==> src/rtl/prio_encoder_sync.sv <==
// prio_encoder_sync
//   Synchronised, debounced priority encoder. The asynchronous request lines
//   pass through a two-flop synchroniser. A priority code (candidate) is
//   derived from the synchronised value. The candidate is committed to q only
//   after it has stayed unchanged for DEBOUNCE further cycles. While lock is
//   high, no new code is accepted.
//
// Parameters
//   N          number of request lines (2..32)
//   DEBOUNCE   cycles a candidate must stay stable before commit (1..255)
//   MSB_FIRST  1: highest set index wins, 0: lowest set index wins
//
// Ports
//   clk    in   single clock, rising-edge
//   rst    in   asynchronous active-high reset
//   data   in   [N-1:0] asynchronous request lines
//   lock   in   synchronous freeze, no new code accepted while high
//   q      out  [QW-1:0] committed code, 0 = none, i+1 = source i
//   q_chg  out  one-cycle pulse on the cycle q takes a new value
//   multi  out  committed code came from a multi-hot input
//   busy   out  a candidate is being debounced
module prio_encoder_sync #(
  parameter int N         = 4,
  parameter int DEBOUNCE  = 4,
  parameter bit MSB_FIRST = 1'b1,
  localparam int QW       = $clog2(N + 1)
) (
  input  logic          clk,
  input  logic          rst,
  input  logic [N-1:0]  data,
  input  logic          lock,
  output logic [QW-1:0] q,
  output logic          q_chg,
  output logic          multi,
  output logic          busy
);

  localparam int CW = $clog2(DEBOUNCE + 1);
  localparam logic [CW-1:0] CNT_ZERO = {CW{1'b0}};
  localparam logic [CW-1:0] CNT_ONE  = CW'(1);
  localparam logic [CW-1:0] CNT_MAX  = CW'(DEBOUNCE);

  typedef enum logic [0:0] {
    STABLE  = 1'b0,
    PENDING = 1'b1
  } state_t;

  // Winning index + 1. The scan order makes the last hit the winner.
  function automatic logic [QW-1:0] encode(input logic [N-1:0] v);
    logic [QW-1:0] code;
    code = {QW{1'b0}};
    for (int i = 0; i < N; i++) begin
      if (MSB_FIRST) begin
        code = v[i] ? QW'(i + 1) : code;
      end else begin
        code = v[N-1-i] ? QW'(N - i) : code;
      end
    end
    return code;
  endfunction

  // v & (v-1) clears the lowest set bit. A non-zero result means two or more bits are set.
  function automatic logic is_multi(input logic [N-1:0] v);
    return (v & (v - {{(N-1){1'b0}}, 1'b1})) != {N{1'b0}};
  endfunction

  logic [N-1:0]  s1_r;
  logic [N-1:0]  s2_r;
  state_t        state_r;
  state_t        state_s;
  logic [CW-1:0] cnt_r;
  logic [CW-1:0] cnt_s;
  logic [QW-1:0] pend_r;
  logic [QW-1:0] pend_s;
  logic          pmulti_r;
  logic          pmulti_s;
  logic [QW-1:0] q_r;
  logic [QW-1:0] q_s;
  logic          multi_r;
  logic          multi_s;
  logic          q_chg_r;
  logic          q_chg_s;
  logic [QW-1:0] cand_s;
  logic          cmulti_s;

  // Two-flop synchroniser on the asynchronous request lines
  always_ff @(posedge clk or posedge rst) begin
    if (rst) begin
      s1_r <= {N{1'b0}};
      s2_r <= {N{1'b0}};
    end else begin
      s1_r <= data;
      s2_r <= s1_r;
    end
  end

  // Candidate code and multi-hot flag from the synchronised lines only
  always_comb begin
    cand_s   = encode(s2_r);
    cmulti_s = is_multi(s2_r);
  end

  // Debounce state machine: next-state and next-output decode
  always_comb begin
    state_s  = state_r;
    cnt_s    = cnt_r;
    pend_s   = pend_r;
    pmulti_s = pmulti_r;
    q_s      = q_r;
    multi_s  = multi_r;
    q_chg_s  = 1'b0;
    if (lock) begin
      // Freeze wins over everything, including a commit due this cycle.
      state_s = STABLE;
      cnt_s   = CNT_ZERO;
    end else begin
      case (state_r)
        STABLE: begin
          if (cand_s != q_r) begin
            state_s  = PENDING;
            pend_s   = cand_s;
            pmulti_s = cmulti_s;
            cnt_s    = CNT_ONE;
          end else begin
            // Same code, but the multi-hot status may still change.
            multi_s = cmulti_s;
          end
        end
        PENDING: begin
          if (cand_s == pend_r) begin
            // >= keeps cnt bounded even if it were ever corrupted.
            if (cnt_r >= CNT_MAX) begin
              q_s     = pend_r;
              multi_s = pmulti_r;
              q_chg_s = 1'b1;
              state_s = STABLE;
              cnt_s   = CNT_ZERO;
            end else begin
              cnt_s = cnt_r + CNT_ONE;
            end
          end else if (cand_s == q_r) begin
            // Input fell back to the committed code: drop the candidate.
            state_s = STABLE;
            cnt_s   = CNT_ZERO;
          end else begin
            pend_s   = cand_s;
            pmulti_s = cmulti_s;
            cnt_s    = CNT_ONE;
          end
        end
        default: begin
          state_s = STABLE;
          cnt_s   = CNT_ZERO;
        end
      endcase
    end
  end

  // State, counter and registered outputs
  always_ff @(posedge clk or posedge rst) begin
    if (rst) begin
      state_r  <= STABLE;
      cnt_r    <= CNT_ZERO;
      pend_r   <= {QW{1'b0}};
      pmulti_r <= 1'b0;
      q_r      <= {QW{1'b0}};
      multi_r  <= 1'b0;
      q_chg_r  <= 1'b0;
    end else begin
      state_r  <= state_s;
      cnt_r    <= cnt_s;
      pend_r   <= pend_s;
      pmulti_r <= pmulti_s;
      q_r      <= q_s;
      multi_r  <= multi_s;
      q_chg_r  <= q_chg_s;
    end
  end

  assign q     = q_r;
  assign q_chg = q_chg_r;
  assign multi = multi_r;
  assign busy  = (state_r == PENDING);

endmodule

==> config.mk <==
export PLATFORM = sky130hd
export DESIGN_NAME = prio_encoder_sync
export DESIGN_NICKNAME = d
export VERILOG_FILES = /design/src/rtl/prio_encoder_sync.sv
export SDC_FILE = /design/constraint.sdc
export NUM_CORES = 1
export LEC_CHECK = 0
export BUFFER_PORTS_ARGS = -buffer_cell sky130_fd_sc_hd__buf_2
export CAP_MARGIN = 20
export CORE_MARGIN = 2
export CORE_UTILIZATION = 58
export CTS_CLUSTER_SIZE = 12
export DETAILED_ROUTE_END_ITERATION = 10
export GPL_TIMING_DRIVEN = 0
export PLACE_DENSITY_LB_ADDON = 0.08
export SLEW_MARGIN = 20
export SYNTH_ARGS = -nofsm -noshare
export SYNTH_HDL_FRONTEND = slang
export SYNTH_SLANG_ARGS = --single-unit
==> constraint.sdc <==
create_clock -name clk -period 3.3 [get_ports clk]
set_input_delay 0 -clock clk [delete_from_list [all_inputs] [get_ports clk]]
set_output_delay 0 -clock clk [all_outputs]
set_load 0.01 [all_outputs]
# Yosys cells after proc, flatten, opt, wreduce, memory -nomap -nowiden
# Index checks and enable logic that the tools add are counted.
# classes
addsub	2
order_cmp	1
eq_ne	10
n_mux	32
n_bitwise	3
n_reduce_logical	4
# op_table
operator	n
3-bit 2-to-1 mux	8
1-bit 2-to-1 mux	17
3-bit one-hot mux with 2 select lines	2
4-bit AND reduction	3
2-bit != test, second input constant	4
3-bit == test	2
1-bit one-hot mux with 2 select lines	3
4-bit bitwise AND	1
2-bit 2-to-1 mux	2
2-bit by 1-bit != test with 1-bit output, second input constant	2
4-bit nonzero test	1
4-bit by 1-bit subtractor with 4-bit output, second input constant	1
3-bit by 1-bit adder with 3-bit output, second input constant	1
3-bit >= comparator, second input constant	1
3-bit != test	1
3-bit != test, second input constant	1
1-bit NOT	2
# totals
register_bits	21
inputBits	7
output_inout_bits	6
word_cells	61

# Longest topological paths before layout
# logic_depth
depth_word	9
depth_mapped	6
ltp_nobuf	6

# Worst setup path after synthesis
# OpenSTA, ideal clock, no wires.
# synth_timing
kind	reg2reg
start	reg s2_r[3]
end	reg multi_r (netlist: multi)
setup_time_ns	0.125
t_arrival_ns	2.060
t_required_ns	3.175
slack_ns	1.115
stages_incl_launch_ff	7
path_buffers	0
period_less_slack_ns	2.185
cell_sequence	dfrtp_1 -> or4_1 -> a21oi_1 -> a21oi_1 -> or3b_4 -> a221oi_2 -> mux2_2
# synth_between
elab_chain_len	5
elab_cells_between_ends	11
cone_classes	add/sub: 1; eq/ne: 4; mux: 3; bitwise: 1; reduce/logical: 2
# synth_rtl
item	line	source
from (decl)	68	logic [N-1:0] s2_r;
from (signal assigned)	90	s2_r <= {N{1'b0}};
from (signal assigned)	93	s2_r <= s1_r;
4-bit by 1-bit subtractor with 4-bit output	64	return (v & (v - {{(N-1){1'b0}}, 1'b1})) != {N{1'b0}};
4-bit bitwise AND	64	
4-bit nonzero test	64	
1-bit 2-to-1 mux	119	if (cand_s != q_r) begin
1-bit one-hot mux with 2 select lines	117	case (state_r)
to (signal assigned)	175	multi_r <= multi_s;
to (decl)	79	logic multi_r;
# Parallel ways exist; a longest one is shown, timed or not. The select of a mux whose other input is x is not followed.
# A chain may end at the register's enable or synchronous reset.

# Worst setup path in the final report
# Ends and elaborated chain as after synthesis.

==> reports/summary.txt <==
Final min period - 2320 ps
reg-to-reg slack, setup - 980 ps
CTS tree - built
Hold Path Class - in2reg
most common cell in the netlist - dfrtp_1
Sequential Power Share - 61.1%
via count - 620
met1 usage in global routing - 24.1%
ys async rst share - 100%
CP Capture Type - flop
Max-Cap Viols - 0
max incr delay on CP - 530 ps
Reg2Reg Launch Point - s2_r[3]
clk root buf - clkbuf_4
Net Sw Frac - 25.9%
Syn-to-layout area delta - 16.8%
GR Util met2 - 26.5%
final period utilization - 70.3%
H-tree Lvls - 1
min-delay src - lock
post-CTS sizing - 0
Cell Area, Synth - 908 sq um
# IOs - 13
Worst EP required - 3500 ps
worst hold endpoint - cnt_r[2]
count of different cell masters after synthesis - 29
Initial Util - 61.0%
remaining routing DRC violations - 0
vias in the first global route - 580
clock share of power - 24.7%
delay-heaviest family, CP - simple AND/OR/NAND/NOR gates
Synth top area share - 57.9%
sequential share of the synthesized area - 57.9%
Synth area leader - dfrtp_1
Die X - 43.6 um
1st-pass router iterations - 3
final setup fails - 0
Clk Latency, worst-skew pair - 300 ps
Rows - 14
Post-Syn Nets - 86
GRT Overall Usage - 18.4%
drt total wl - 1320 um
skew final - 1.65 ps
Routed Antenna Nets - 0
Clock Path Buffers - 2
R2R cell count - 6
clock sinks - 21
ANT cells - 0
Setup crit start kind - flop
TritonCTS Buffers - 3
number of flops mapped to enable cells by yosys - 0
DR WL/cell - 11.7 um
Placed Cells - 104
Post-synth top cells - dfrtp_1, inv_1, mux2_2, a21oi_1, nand2_1
met3 Use GR - 3.75%
pwr/cell area - 455 nW/um^2
Detailed Place HPWL - 972 um
Final Util - 71.3%
Switch Pwr - 125 uW
Most Used Layer, Global Route - met2
nets - 107
Clk pin slew, worst setup/hold paths - 110 ps
main flop type after synthesis - dfrtp_1
global-route wire length before repair - 2420 um
top post-synthesis cells by area - dfrtp_1, mux2_2, inv_1
Max VDD drop - 0.367 mV
critical path's slowest cell - or4_1
Iter 0 DRT Violations - 1
Syn Inst Count - 77
Most Frequent Cell on Critical Path - a21oi_1
via density per instance - 5.49
static leakage - 0.000502 uW
Die Area - 1900 sq um
Hold Path Depth - 2
RSZ-0062 raised after global routing - false
worst relative slew slack - 50.9%
IO Port Bufs - 11
Internal - 358 uW
Least-Margin Pin Slew - 735 ps
Final Hold Fails - 0
layout cells sized above 1 - 25.8%
CP bufs+invs - 0
sequence of cells on the critical path - or4_1, a21oi_1, a21oi_1, or3b_4, a221oi_2, mux2_2
GPL Wtd Cong - 0.713
worst setup path class - reg2reg
number of synthesized register bits - 21
die height - 43.6 um
critical path arrival - 2520 ps
Gate power share - 14.1%
fmax - 431 MHz
initial antenna violation count - 0
total core area - 1490 sq um
r2r endpoint - multi
worst-path fanout max - 8
final std cells w/o fill - 113
YS warnings - 0
mean post-synth cell area - 11.8 sq um
Max Slew Vio Count - 0
GRT overflow - 0
status - complete, no violations
largest net degree at the start of global routing - 22
setup TNS - 0 ps
power groups by stage:
stage                     clock network (uW)  registers, uW  logic (uW)
final                                    119            295        68.2
after global routing                     135            299        78.0
after CTS                                125            296        69.3
after detailed placement                   0            301        64.6
after global placement                     0            300        63.7
after floorplan                            0            300        45.3
flip-flops by register name (all words and copies together), names as in the netlist:
name and flops:
s2_r 4, cnt_r 3, q_chg 1, pmulti_r 1
busy 1, multi 1, q 3, s1_r 4
pend_r 3
layout make-up:
class / count / area [sq um]
repair buffers: 16 / 105
fillers: 115 / 428
multi-input cells: 46 / 345
inverters: 9 / 33.8
well taps: 16 / 20.0
plain buffers: 1 / 3.75
clock inverters: 1 / 5.00
clock buffers: 3 / 22.5
flip-flops and latches: 21 / 526
logic make-up (layout without fill, tap and decap cells):
family	after synthesis	count (layout)	synth area share, %
XOR/XNOR	2	2	1.93
AND/OR/NAND/NOR	18	18	11.0
AO/OA/AOI/OAI	15	15	11.6
adder cells (fa/ha/maj)	3	3	3.86
multiplexers	8	8	9.64
buffers and inverters	10	30	4.13
flip-flops	21	21	57.9
worst register-to-register path: cells and delay by family (launching register included):
kind / cells / cell delay, ps
mux: 1 / 360
compound gates: 3 / 480
simple gates: 2 / 940
flops: 1 / 450
metrics by stage:
stage               worst slack, ps  power [uW]  hold slack, ps  area (sq um)
finish                          980         483            53.6          1060
CTS                             979         490            46.5          1060
global placement               1000         364             108           983
detailed placement             1010         365             110           983
global route                    842         512            95.8          1060
floorplan                      1120         346           -23.5           908
placed cells by master (no fill, tap or decap), drive strengths merged:
| cell type | count |
|---|---|
| dfrtp | 21 |
| buf | 11 |
| inv | 9 |
| mux2 | 6 |
| a21oi | 5 |
| dlygate4sd3 | 5 |
| nand2 | 4 |
| clkbuf | 4 |
| nor3 | 3 |
| o21ai | 3 |
| nor2 | 2 |
| xnor2 | 2 |
| mux2i | 2 |
| ha | 2 |
| or3 | 2 |
| nor4 | 1 |
| o21bai | 1 |
| nand2b | 1 |
| o21a | 1 |
| or4 | 1 |
| or3b | 1 |
| o41ai | 1 |
| a221o | 1 |
| o31ai | 1 |
| maj3 | 1 |
| a221oi | 1 |
| or2 | 1 |
| nand4 | 1 |
| nand3 | 1 |
| o311ai | 1 |
| clkinv | 1 |
how the worst max path moves through the flow:
stage	to	cells past startpoint	slack [ps]	from
2_1_floorplan	multi	6	1120	s2_r[3]
3_3_place_gp	multi	6	1000	s2_r[3]
3_5_place_dp	multi	6	1010	s2_r[3]
4_1_cts	multi	6	980	s2_r[3]
5_1_grt	q[0]	6	840	s2_r[1]
6_report	multi	6	980	s2_r[3]
timing repair:
item,in CTS,in global routing
hold buffers,5,0
hold endpoints to repair,25,0
buffers inserted,0,0
routing by layer:
metal  part of all wire (%)  vias to the layer above
met2                     46                       13
met1                     47                      287
met4                    3.4                        0
li1                       -                      315
met3                    3.9                        5
met5                      0                        -
Power figures use the tool's default switching activity.
